### src/rtl/scratch_arb_pkg.sv
// ---------------------------------------------------------------------------
// scratch_arb_pkg
//   Shared constants and types for the scratch register bank arbiter.
//   NREG : number of scratch registers (power of two)
//   AW   : register index width, log2(NREG)
//   DW   : data word width; SW = DW/8 byte enables per word
//   arb_state_t : arbiter FSM states (IDLE, GRANT, DONE)
//   req_idx_t   : requester / owner index (0 = CPU bridge, 1 = debug port)
//   merge_bytes : byte-masked merge used by the single bank write port
// ---------------------------------------------------------------------------
package scratch_arb_pkg;

  localparam int NREG = 8;
  localparam int AW   = 3;
  localparam int DW   = 32;
  localparam int SW   = DW / 8;

  typedef enum logic [1:0] {
    IDLE  = 2'd0,
    GRANT = 2'd1,
    DONE  = 2'd2
  } arb_state_t;

  typedef logic req_idx_t;

  // Replace only the bytes whose strobe bit is set; others keep old_w.
  function automatic logic [DW-1:0] merge_bytes(
    input logic [DW-1:0] old_w,
    input logic [DW-1:0] new_w,
    input logic [SW-1:0] strb
  );
    logic [DW-1:0] res;
    res = old_w;
    for (int b = 0; b < SW; b++) begin
      if (strb[b]) res[8*b +: 8] = new_w[8*b +: 8];
    end
    return res;
  endfunction

endpackage

### src/rtl/scratch_regfile.sv
// ---------------------------------------------------------------------------
// scratch_regfile
//   NREG x DW register bank with a single byte-masked write port, one
//   asynchronous read port, and all words exported flat in parallel.
//   clk       : clock, rising edge
//   rst       : synchronous active-high reset, clears every word
//   we        : write enable (reset dominates, so nothing commits on a
//               reset edge)
//   waddr     : write word index
//   wdata     : write data
//   wstrb     : byte enables for the write
//   raddr     : read word index
//   rdata     : bank[raddr], combinational from registered storage
//   bank_flat : word i occupies bits [i*DW +: DW]
// ---------------------------------------------------------------------------
import scratch_arb_pkg::*;

module scratch_regfile (
  input  logic                 clk,
  input  logic                 rst,
  input  logic                 we,
  input  logic [AW-1:0]        waddr,
  input  logic [DW-1:0]        wdata,
  input  logic [SW-1:0]        wstrb,
  input  logic [AW-1:0]        raddr,
  output logic [DW-1:0]        rdata,
  output logic [NREG*DW-1:0]   bank_flat
);

  logic [DW-1:0] bank [NREG];

  always_ff @(posedge clk) begin
    if (rst) begin
      for (int i = 0; i < NREG; i++) bank[i] <= '0;
    end else if (we) begin
      bank[waddr] <= merge_bytes(bank[waddr], wdata, wstrb);
    end
  end

  assign rdata = bank[raddr];

  for (genvar g = 0; g < NREG; g++) begin : g_flat
    assign bank_flat[g*DW +: DW] = bank[g];
  end

endmodule

### src/rtl/scratch_bank_arbiter.sv
// ---------------------------------------------------------------------------
// scratch_bank_arbiter
//   Two-requester round-robin arbiter in front of the eight scratch
//   registers. Each granted request performs exactly one single-word read
//   or byte-masked write, then pulses Done for one cycle.
//   SI_ClkIn / SI_Reset : clock and synchronous active-high reset
//   Rn_Req    : request, held until Done is seen
//   Rn_We     : 1 = write, 0 = read
//   Rn_Addr   : register index
//   Rn_WData  : write data
//   Rn_WStrb  : byte enables for writes
//   Rn_Gnt    : requester owns the bank (GRANT and DONE cycles)
//   Rn_Done   : one-cycle completion pulse
//   Rn_RData  : last read result of that requester (valid while Done)
//   IO_SCRATCH0..7 : live bank contents
//   All outputs are registered.
// ---------------------------------------------------------------------------
import scratch_arb_pkg::*;

module scratch_bank_arbiter (
  input  logic            SI_ClkIn,
  input  logic            SI_Reset,
  input  logic            R0_Req,
  input  logic            R0_We,
  input  logic [AW-1:0]   R0_Addr,
  input  logic [DW-1:0]   R0_WData,
  input  logic [SW-1:0]   R0_WStrb,
  input  logic            R1_Req,
  input  logic            R1_We,
  input  logic [AW-1:0]   R1_Addr,
  input  logic [DW-1:0]   R1_WData,
  input  logic [SW-1:0]   R1_WStrb,
  output logic            R0_Gnt,
  output logic            R0_Done,
  output logic [DW-1:0]   R0_RData,
  output logic            R1_Gnt,
  output logic            R1_Done,
  output logic [DW-1:0]   R1_RData,
  output logic [DW-1:0]   IO_SCRATCH0,
  output logic [DW-1:0]   IO_SCRATCH1,
  output logic [DW-1:0]   IO_SCRATCH2,
  output logic [DW-1:0]   IO_SCRATCH3,
  output logic [DW-1:0]   IO_SCRATCH4,
  output logic [DW-1:0]   IO_SCRATCH5,
  output logic [DW-1:0]   IO_SCRATCH6,
  output logic [DW-1:0]   IO_SCRATCH7
);

  arb_state_t          state;
  req_idx_t            owner;
  req_idx_t            prio;
  req_idx_t            pick;

  logic                owner_req;
  logic                cmd_we;
  logic [AW-1:0]       cmd_addr;
  logic [DW-1:0]       cmd_wdata;
  logic [SW-1:0]       cmd_wstrb;
  logic                commit;
  logic                bank_we;
  logic [DW-1:0]       bank_rdata;
  logic [NREG*DW-1:0]  bank_flat;

  // Owner's command path into the single bank port.
  always_comb begin
    owner_req = R0_Req;
    cmd_we    = R0_We;
    cmd_addr  = R0_Addr;
    cmd_wdata = R0_WData;
    cmd_wstrb = R0_WStrb;
    if (owner) begin
      owner_req = R1_Req;
      cmd_we    = R1_We;
      cmd_addr  = R1_Addr;
      cmd_wdata = R1_WData;
      cmd_wstrb = R1_WStrb;
    end
  end

  // Lone requester wins outright; on a tie the priority pointer decides.
  always_comb begin
    pick = 1'b0;
    if (R0_Req && R1_Req) pick = prio;
    else if (R1_Req)      pick = 1'b1;
  end

  // The access happens on the edge that ends GRANT, only if the owner
  // still holds its request; otherwise the transaction is abandoned.
  assign commit  = (state == GRANT) && owner_req;
  assign bank_we = commit && cmd_we;

  scratch_regfile u_regfile (
    .clk       (SI_ClkIn),
    .rst       (SI_Reset),
    .we        (bank_we),
    .waddr     (cmd_addr),
    .wdata     (cmd_wdata),
    .wstrb     (cmd_wstrb),
    .raddr     (cmd_addr),
    .rdata     (bank_rdata),
    .bank_flat (bank_flat)
  );

  always_ff @(posedge SI_ClkIn) begin
    if (SI_Reset) begin
      state    <= IDLE;
      owner    <= 1'b0;
      prio     <= 1'b0;
      R0_Gnt   <= 1'b0;
      R1_Gnt   <= 1'b0;
      R0_Done  <= 1'b0;
      R1_Done  <= 1'b0;
      R0_RData <= '0;
      R1_RData <= '0;
    end else begin
      R0_Done <= 1'b0;
      R1_Done <= 1'b0;
      case (state)
        IDLE: begin
          if (R0_Req || R1_Req) begin
            state  <= GRANT;
            owner  <= pick;
            R0_Gnt <= ~pick;
            R1_Gnt <= pick;
          end
        end
        GRANT: begin
          if (owner_req) begin
            state <= DONE;
            if (owner) R1_Done <= 1'b1;
            else       R0_Done <= 1'b1;
            if (!cmd_we) begin
              if (owner) R1_RData <= bank_rdata;
              else       R0_RData <= bank_rdata;
            end
          end else begin
            // Abort leaves the priority pointer where it was.
            state  <= IDLE;
            R0_Gnt <= 1'b0;
            R1_Gnt <= 1'b0;
          end
        end
        DONE: begin
          state  <= IDLE;
          prio   <= ~owner;
          R0_Gnt <= 1'b0;
          R1_Gnt <= 1'b0;
        end
        default: begin
          state  <= IDLE;
          R0_Gnt <= 1'b0;
          R1_Gnt <= 1'b0;
        end
      endcase
    end
  end

  assign IO_SCRATCH0 = bank_flat[0*DW +: DW];
  assign IO_SCRATCH1 = bank_flat[1*DW +: DW];
  assign IO_SCRATCH2 = bank_flat[2*DW +: DW];
  assign IO_SCRATCH3 = bank_flat[3*DW +: DW];
  assign IO_SCRATCH4 = bank_flat[4*DW +: DW];
  assign IO_SCRATCH5 = bank_flat[5*DW +: DW];
  assign IO_SCRATCH6 = bank_flat[6*DW +: DW];
  assign IO_SCRATCH7 = bank_flat[7*DW +: DW];

endmodule

### config.mk
export PLATFORM = sky130hd
export DESIGN_NAME = scratch_bank_arbiter
export DESIGN_NICKNAME = d
export VERILOG_FILES = /design/src/rtl/scratch_arb_pkg.sv /design/src/rtl/scratch_regfile.sv /design/src/rtl/scratch_bank_arbiter.sv
export SDC_FILE = /design/constraint.sdc
export NUM_CORES = 1
export LEC_CHECK = 0
export ABC_AREA = 1
export CORE_ASPECT_RATIO = 0.6
export CORE_MARGIN = 4
export CORE_UTILIZATION = 35
export CTS_CLUSTER_SIZE = 14
export DETAILED_ROUTE_END_ITERATION = 8
export HOLD_SLACK_MARGIN = 0.1
export PLACE_DENSITY = 0.65
export REMOVE_ABC_BUFFERS = 1
export SETUP_SLACK_MARGIN = 0.15
export SYNTH_ARGS = -nofsm -noshare
export SYNTH_HDL_FRONTEND = slang
export SYNTH_HIERARCHICAL = 1
export SYNTH_SLANG_ARGS = --single-unit
### constraint.sdc
create_clock -name SI_ClkIn -period 3.2 [get_ports SI_ClkIn]
set_input_delay 0.48 -clock SI_ClkIn [delete_from_list [all_inputs] [get_ports SI_ClkIn]]
set_output_delay 0.48 -clock SI_ClkIn [all_outputs]
set_load 0.1 [all_outputs]
==> results of run 1 <==
-- cells in the mapped netlist (all sizes together) --
cell type,n,area (µm²)
edfxtp,256,7687
nor2,267,1035
dfxtp,72,1441
nand3,132,670.6
buf,56,319.1
a21oi,68,340.3
o211ai,1,7.510
inv,302,1136
o21ai,1,5.000
clkbuf,38,142.6
nand4,64,400.4
nand2,674,2623
nor3,11,90.09
-- stage by stage --
step	worst slack [ns]	total power (µW)	utilization [%]	std cells	TNS (ns)
2_1_floorplan	-3.418	6630	-	1848	-976.65
3_3_place_gp	0.07470	7421	44.18	2889	0
3_5_place_dp	0.02846	7441	44.18	2889	0
4_1_cts	0.1839	11570	46.80	2952	0
5_1_grt	0.2669	11940	46.81	2952	0
6_report	0.4227	11490	46.81	2952	0
-- flip-flops by register name (all words and copies together), names as in the netlist --
name and count:
R1_RData 32, R1_Gnt 1, owner 1, prio 1
R0_Gnt 1, R1_Done 1, R0_Done 1, R0_RData 32
u_regfile/bank 256, state 2
-- worst max-delay path: cells and delay by family, from the launching register on --
family                 cells  cell delay (ns)
AND/OR/NAND/NOR            5             1.34
buffers and inverters      3             0.73
flip-flops                 1             0.34
-- layer usage --
layer / wire length (µm) / vias up
li1: - / 6885
met1: 26190 / 6913
met3: 5017 / 100
met4: 1953 / 0
met2: 26880 / 715
met5: 0 / -
-- final cells by class --
type                    count  area share (%)
flip-flops and latches    328           43.52
multi-input cells        1218           24.76
repair buffers            452           17.19
inverters                 302           5.427
clock buffers              49           4.968
well taps                 589           3.513
clock inverters            14          0.6262
-- worst paths after layout --
check	from	to	slack [ns]	depth (start not counted)
max	owner	u_regfile/bank[7][16]	0.42	8
max reg2reg	owner	u_regfile/bank[7][16]	0.42	8
min	R0_RData[11]	R0_RData[11]	0.46	2
min reg2reg	R0_RData[11]	R0_RData[11]	0.46	2
-- power by group through the flow --
stage / sequential [µW] / combinational (µW) / clock [µW]
floorplan: 5870 / 762 / 0
global placement: 4940 / 2490 / 0
detailed placement: 4930 / 2510 / 0
CTS: 4840 / 2510 / 4210
global route: 4850 / 2660 / 4420
finish: 4840 / 2510 / 4130
-- cell families after synthesis --
logic type | share of synthesized area, %
simple gates | 30.31
compound gates | 2.219
flops | 57.42
buf+inv | 10.05
==> results.json, run 1 <==
{
  "grt_use_total_pct": 23.74,
  "pwr_density_cell_nw_per_um2": 547.5,
  "cts_tree": "done",
  "placed_area_um2": 19800,
  "htree_levels": 2,
  "slowest_stage": "nor3_4",
  "grt_max_degree": 73,
  "antennaDiodeCount": 0,
  "critPathKind": "register to register",
  "clock_sinks": 328,
  "initial_core_util_pct": 35.47,
  "met3_usage_pct": 4.585,
  "fmax_mhz": 360.1,
  "critPathArrivalTime_ns": 2.95,
  "grt_pass1_wl_mm": 89.13,
  "clkTransAtPathRegs_ns": 0.06,
  "p_sw_share_pct": 33.04,
  "layout_min_cycle_time_ns": 2.777,
  "place_hpwl_mm": 44.97,
  "pwr-share-comb_pct": 21.9,
  "holdWs_ns": 0.4590,
  "ctsRootBufferMaster": "clkbuf_16",
  "area_delta_synth_final_pct": 31.97,
  "finalHoldViolations": 0,
  "io_buffers": 407,
  "synth_seq_cells": 328,
  "finalMaxSlewViolations": 0,
  "grt-ovfl-total": 0,
  "fin_area_um2": 20980,
  "top_usage_layer": "met2",
  "gp_congestion": 0.9138,
  "path_cells": "inv_4 > nand2_1 > nand2_4 > inv_1 > nor3_4 > buf_4 > nand2_2 > nand2_1",
  "internal-power_uw": 7692,
  "clk_path_buf_depth": 3,
  "power.switching_uw": 3796,
  "ys_seq_area_share_pct": 57.42,
  "ctsResizeCount": 0,
  "syn_inst": 1942,
  "pwr-share-clk_pct": 36.0,
  "use_met1_pct": 33.67,
  "die_w_um": 283.1,
  "ys.warnings.count": 6,
  "multiInputGateArea_um2": 5195,
  "syn-mean-instance-area_um2": 8.186,
  "synth_area_um2": 15900,
  "leakage_uw": 0.009927,
  "drv_cap": 0,
  "antenna_found_initial": 0,
  "grt_pass1_vias": 13960,
  "drtIter0Drc": 1717,
  "start_kind": "register",
  "status": "finished clean",
  "fill_cells": 4381,
  "finalClockSkew_ns": 0.01484,
  "setup_viol": 0,
  "core_um2": 44820,
  "cts_hold_buf": 0,
  "layout.nets": 2421,
  "endpoint_kind": "register",
  "worst_pin_slew_ns": 0.9673,
  "vias_per_cell": 4.950,
  "die_area_um2": 49010,
  "rows": 60,
  "maxSlewHeadroom_pct": 35.31,
  "critical_path.max_fanout": 32,
  "drc": 0,
  "cts_made_buffers": 35,
  "period_share_pct": 86.79,
  "fp.dieH_um": 173.1,
  "hp-class": "register to register",
  "final_cell_mix": "636 x nand2_1, 365 x buf_4, 298 x inv_1",
  "drt-pass1-iter-count": 7,
  "rsz0062_at_grt": "no",
  "final_common_cell": "nand2_1",
  "critPathMaxStageDelay_ns": 0.48,
  "drive_above_1_share_pct": 20.36,
  "ant_nets": 0,
  "synth.distinct_cells": 24,
  "insertion_delay_ns": 0.52,
  "wl_per_cell_um": 20.34,
  "drt_wl_total_mm": 60.03,
  "irDropWorstVdd_mv": 0.2788,
  "met2_usage_pct": 36.88,
  "pwr-share-seq_pct": 42.2,
  "seq_area_um2": 9130,
  "io_pins": 408,
  "required_ns": 3.37,
  "post_cts_buffers": 0,
  "cp_common_cell": "nand2_1",
  "vias": 14610
}
(Power assumes the default switching activity.)
==> run 2: changes to the inputs <==
--- a/config.mk
+++ b/config.mk
@@ -13,7 +13,6 @@
 export DETAILED_ROUTE_END_ITERATION = 8
 export HOLD_SLACK_MARGIN = 0.1
 export PLACE_DENSITY = 0.65
-export REMOVE_ABC_BUFFERS = 1
 export SETUP_SLACK_MARGIN = 0.15
 export SYNTH_ARGS = -nofsm -noshare
 export SYNTH_HDL_FRONTEND = slang
==> constraint.sdc (replaced) <==
create_clock -name SI_ClkIn -period 2.7 [get_ports SI_ClkIn]
set_input_delay 0.405 -clock SI_ClkIn [delete_from_list [all_inputs] [get_ports SI_ClkIn]]
set_output_delay 0.405 -clock SI_ClkIn [all_outputs]
set_load 0.1 [all_outputs]
==> results.json, run 2 (synthesized netlist as in run 1, its figures left out) <==
{
  "status": "finished clean",
  "antennaDiodeCount": 0,
  "worst_pin_slew_ns": 0.7199,
  "final_common_cell": "nand2_1",
  "setup_viol": 0,
  "vias_per_cell": 5.035,
  "gp_congestion": 0.9129,
  "r2r_setup_slack_ns": 0.30,
  "dr.max_layer_used": "met4",
  "whs_path_depth": 2,
  "grt_use_total_pct": 24.67,
  "drive_above_1_share_pct": 21.49,
  "grt_pass1_vias": 14340,
  "placed_area_um2": 20210,
  "grt_max_degree": 73,
  "r2r-start": "owner",
  "r2r_cells": 12,
  "ctsRootBufferMaster": "clkbuf_16",
  "clock_sinks": 328,
  "finalClockSkew_ns": 0.01271,
  "fp.dieH_um": 173.1,
  "path_cells": "inv_4 > nand2_1 > nand2_4 > inv_4 > buf_12 > nand2_1 > nand3_1 > nand2_1 > nand2_1 > nand2_1 > nand4_1 > a21oi_1",
  "whs_endpoint": "R1_RData[27]",
  "io_buffers": 407,
  "leakage_uw": 0.01010,
  "min_from": "R1_RData[27]",
  "vias": 15030,
  "clkTransAtPathRegs_ns": 0.06,
  "critical_path.max_fanout": 64,
  "required_ns": 3.07,
  "slowest_stage": "dfxtp_2",
  "pwr_density_cell_nw_per_um2": 638.7,
  "critical_path.n_buffers_inverters": 3,
  "routed-wl-met2_mm": 27.17,
  "core_um2": 44820,
  "cts_tree": "done",
  "seq_area_um2": 9130,
  "area_delta_synth_final_pct": 33.94,
  "fin_area_um2": 21290,
  "regMostFlops": "u_regfile/bank",
  "finalMaxSlewViolations": 0,
  "layout_min_cycle_time_ns": 2.399,
  "rows": 60,
  "reg_top3": "u_regfile/bank: 256 flops, R0_RData: 32 flops, R1_RData: 32 flops",
  "wl_per_cell_um": 21.23,
  "drtIter0Drc": 1958,
  "htree_levels": 2,
  "drv_cap": 0,
  "final_cell_mix": "636 x nand2_1, 394 x buf_4, 298 x inv_1",
  "fmax_mhz": 416.9,
  "grt-ovfl-total": 0,
  "met3WireLength_mm": 7.104,
  "drt_wl_total_mm": 63.38,
  "finalSetupTns_ns": 0,
  "drc": 0,
  "cp_common_cell": "nand2_1",
  "critPathArrivalTime_ns": 2.77,
  "endpoint_kind": "register",
  "place_hpwl_mm": 47.48,
  "period_share_pct": 88.84,
  "initial_core_util_pct": 35.47,
  "pre_cts_slack_ns": 0.07581,
  "clk_path_buf_depth": 3,
  "ant_nets": 0,
  "layout.nets": 2457,
  "critPathMaxStageDelay_ns": 0.48,
  "maxSlewHeadroom_pct": 52.01,
  "wl_met1_mm": 27.27,
  "die_area_um2": 49010,
  "drt-pass1-iter-count": 6,
  "path_delay_family": "simple AND/OR/NAND/NOR gates",
  "fin_ws_ns": 0.3012,
  "hp-class": "register to register",
  "grt_pass1_wl_mm": 91.47,
  "multiInputGateArea_um2": 5184,
  "irDropWorstVdd_mv": 0.2942,
  "insertion_delay_ns": 0.52,
  "r2r_end": "R1_RData[7]",
  "die_w_um": 283.1,
  "cts_made_buffers": 34,
  "antenna_found_initial": 0,
  "critPathKind": "register to register",
  "io_pins": 408,
  "start_kind": "register",
  "largest_reg_flops": 256,
  "cts_hold_buf": 0,
  "fill_cells": 4319,
  "rsz0062_at_grt": "no",
  "finalHoldViolations": 0,
  "synth_nets": 2026
}
## run 2: repair_timing
item / 4_1_cts / 5_1_grt
endpoints found under the setup margin: 0 / 1
setup buffers: 0 / 0
endpoints found under the hold margin: 0 / 0
gates resized for setup: 0 / 1
## run 2: worst max-delay path by stage
| stage | slack, ns | startpoint | cells past startpoint | endpoint |
|---|---|---|---|---|
| final | 0.30 | owner | 12 | R1_RData[7] |
| after global routing | 0.15 | owner | 12 | R0_RData[7] |
| after CTS | 0.33 | owner | 8 | u_regfile/bank[1][22] |
| after detailed placement | 0.08 | R1_Req | 11 | u_regfile/bank[1][17] |
| after global placement | 0.11 | R1_Req | 11 | u_regfile/bank[1][16] |
| after floorplan | 0.44 | owner | 9 | u_regfile/bank[7][0] |
## run 2: where the power goes
| part | switching (µW) | internal, µW |
|---|---|---|
| Sequential | 145 | 5590 |
| Combinational | 2500 | 661 |
| Clock | 2010 | 2690 |
## run 2: tightest hold or removal path: cells and delay by family, from the launching register on
family,cells,cell delay (ns)
AO/OA/AOI/OAI,1,0.05
AND/OR/NAND/NOR,1,0.06
flip-flops,1,0.31
## run 2: cell type report
type / count / area share (%)
clock buffer: 45 / 4.489
inverter: 302 / 5.347
clock inverter: 14 / 0.5817
tap: 589 / 3.461
sequential: 328 / 42.88
timing repair buffer: 489 / 18.90
multi-input combinational: 1218 / 24.34
## run 2: through the flow
step	power (µW)	util [%]	hold WS (ns)	instances
floorplan	7913	-	0.4489	1942
global placement	8938	45.09	0.4519	2926
detailed placement	8966	45.09	0.4580	2926
CTS	13650	47.50	0.4670	2985
global route	14060	47.51	0.4861	2985
finish	13600	47.51	0.4638	2985
## run 2: routing by layer
layer | global-route usage, % | up-vias
met1 | 35.28 | 7136
met5 | 0 | -
li1 | - | 6962
met2 | 36.69 | 834
met3 | 6.706 | 97
met4 | 7.386 | 0
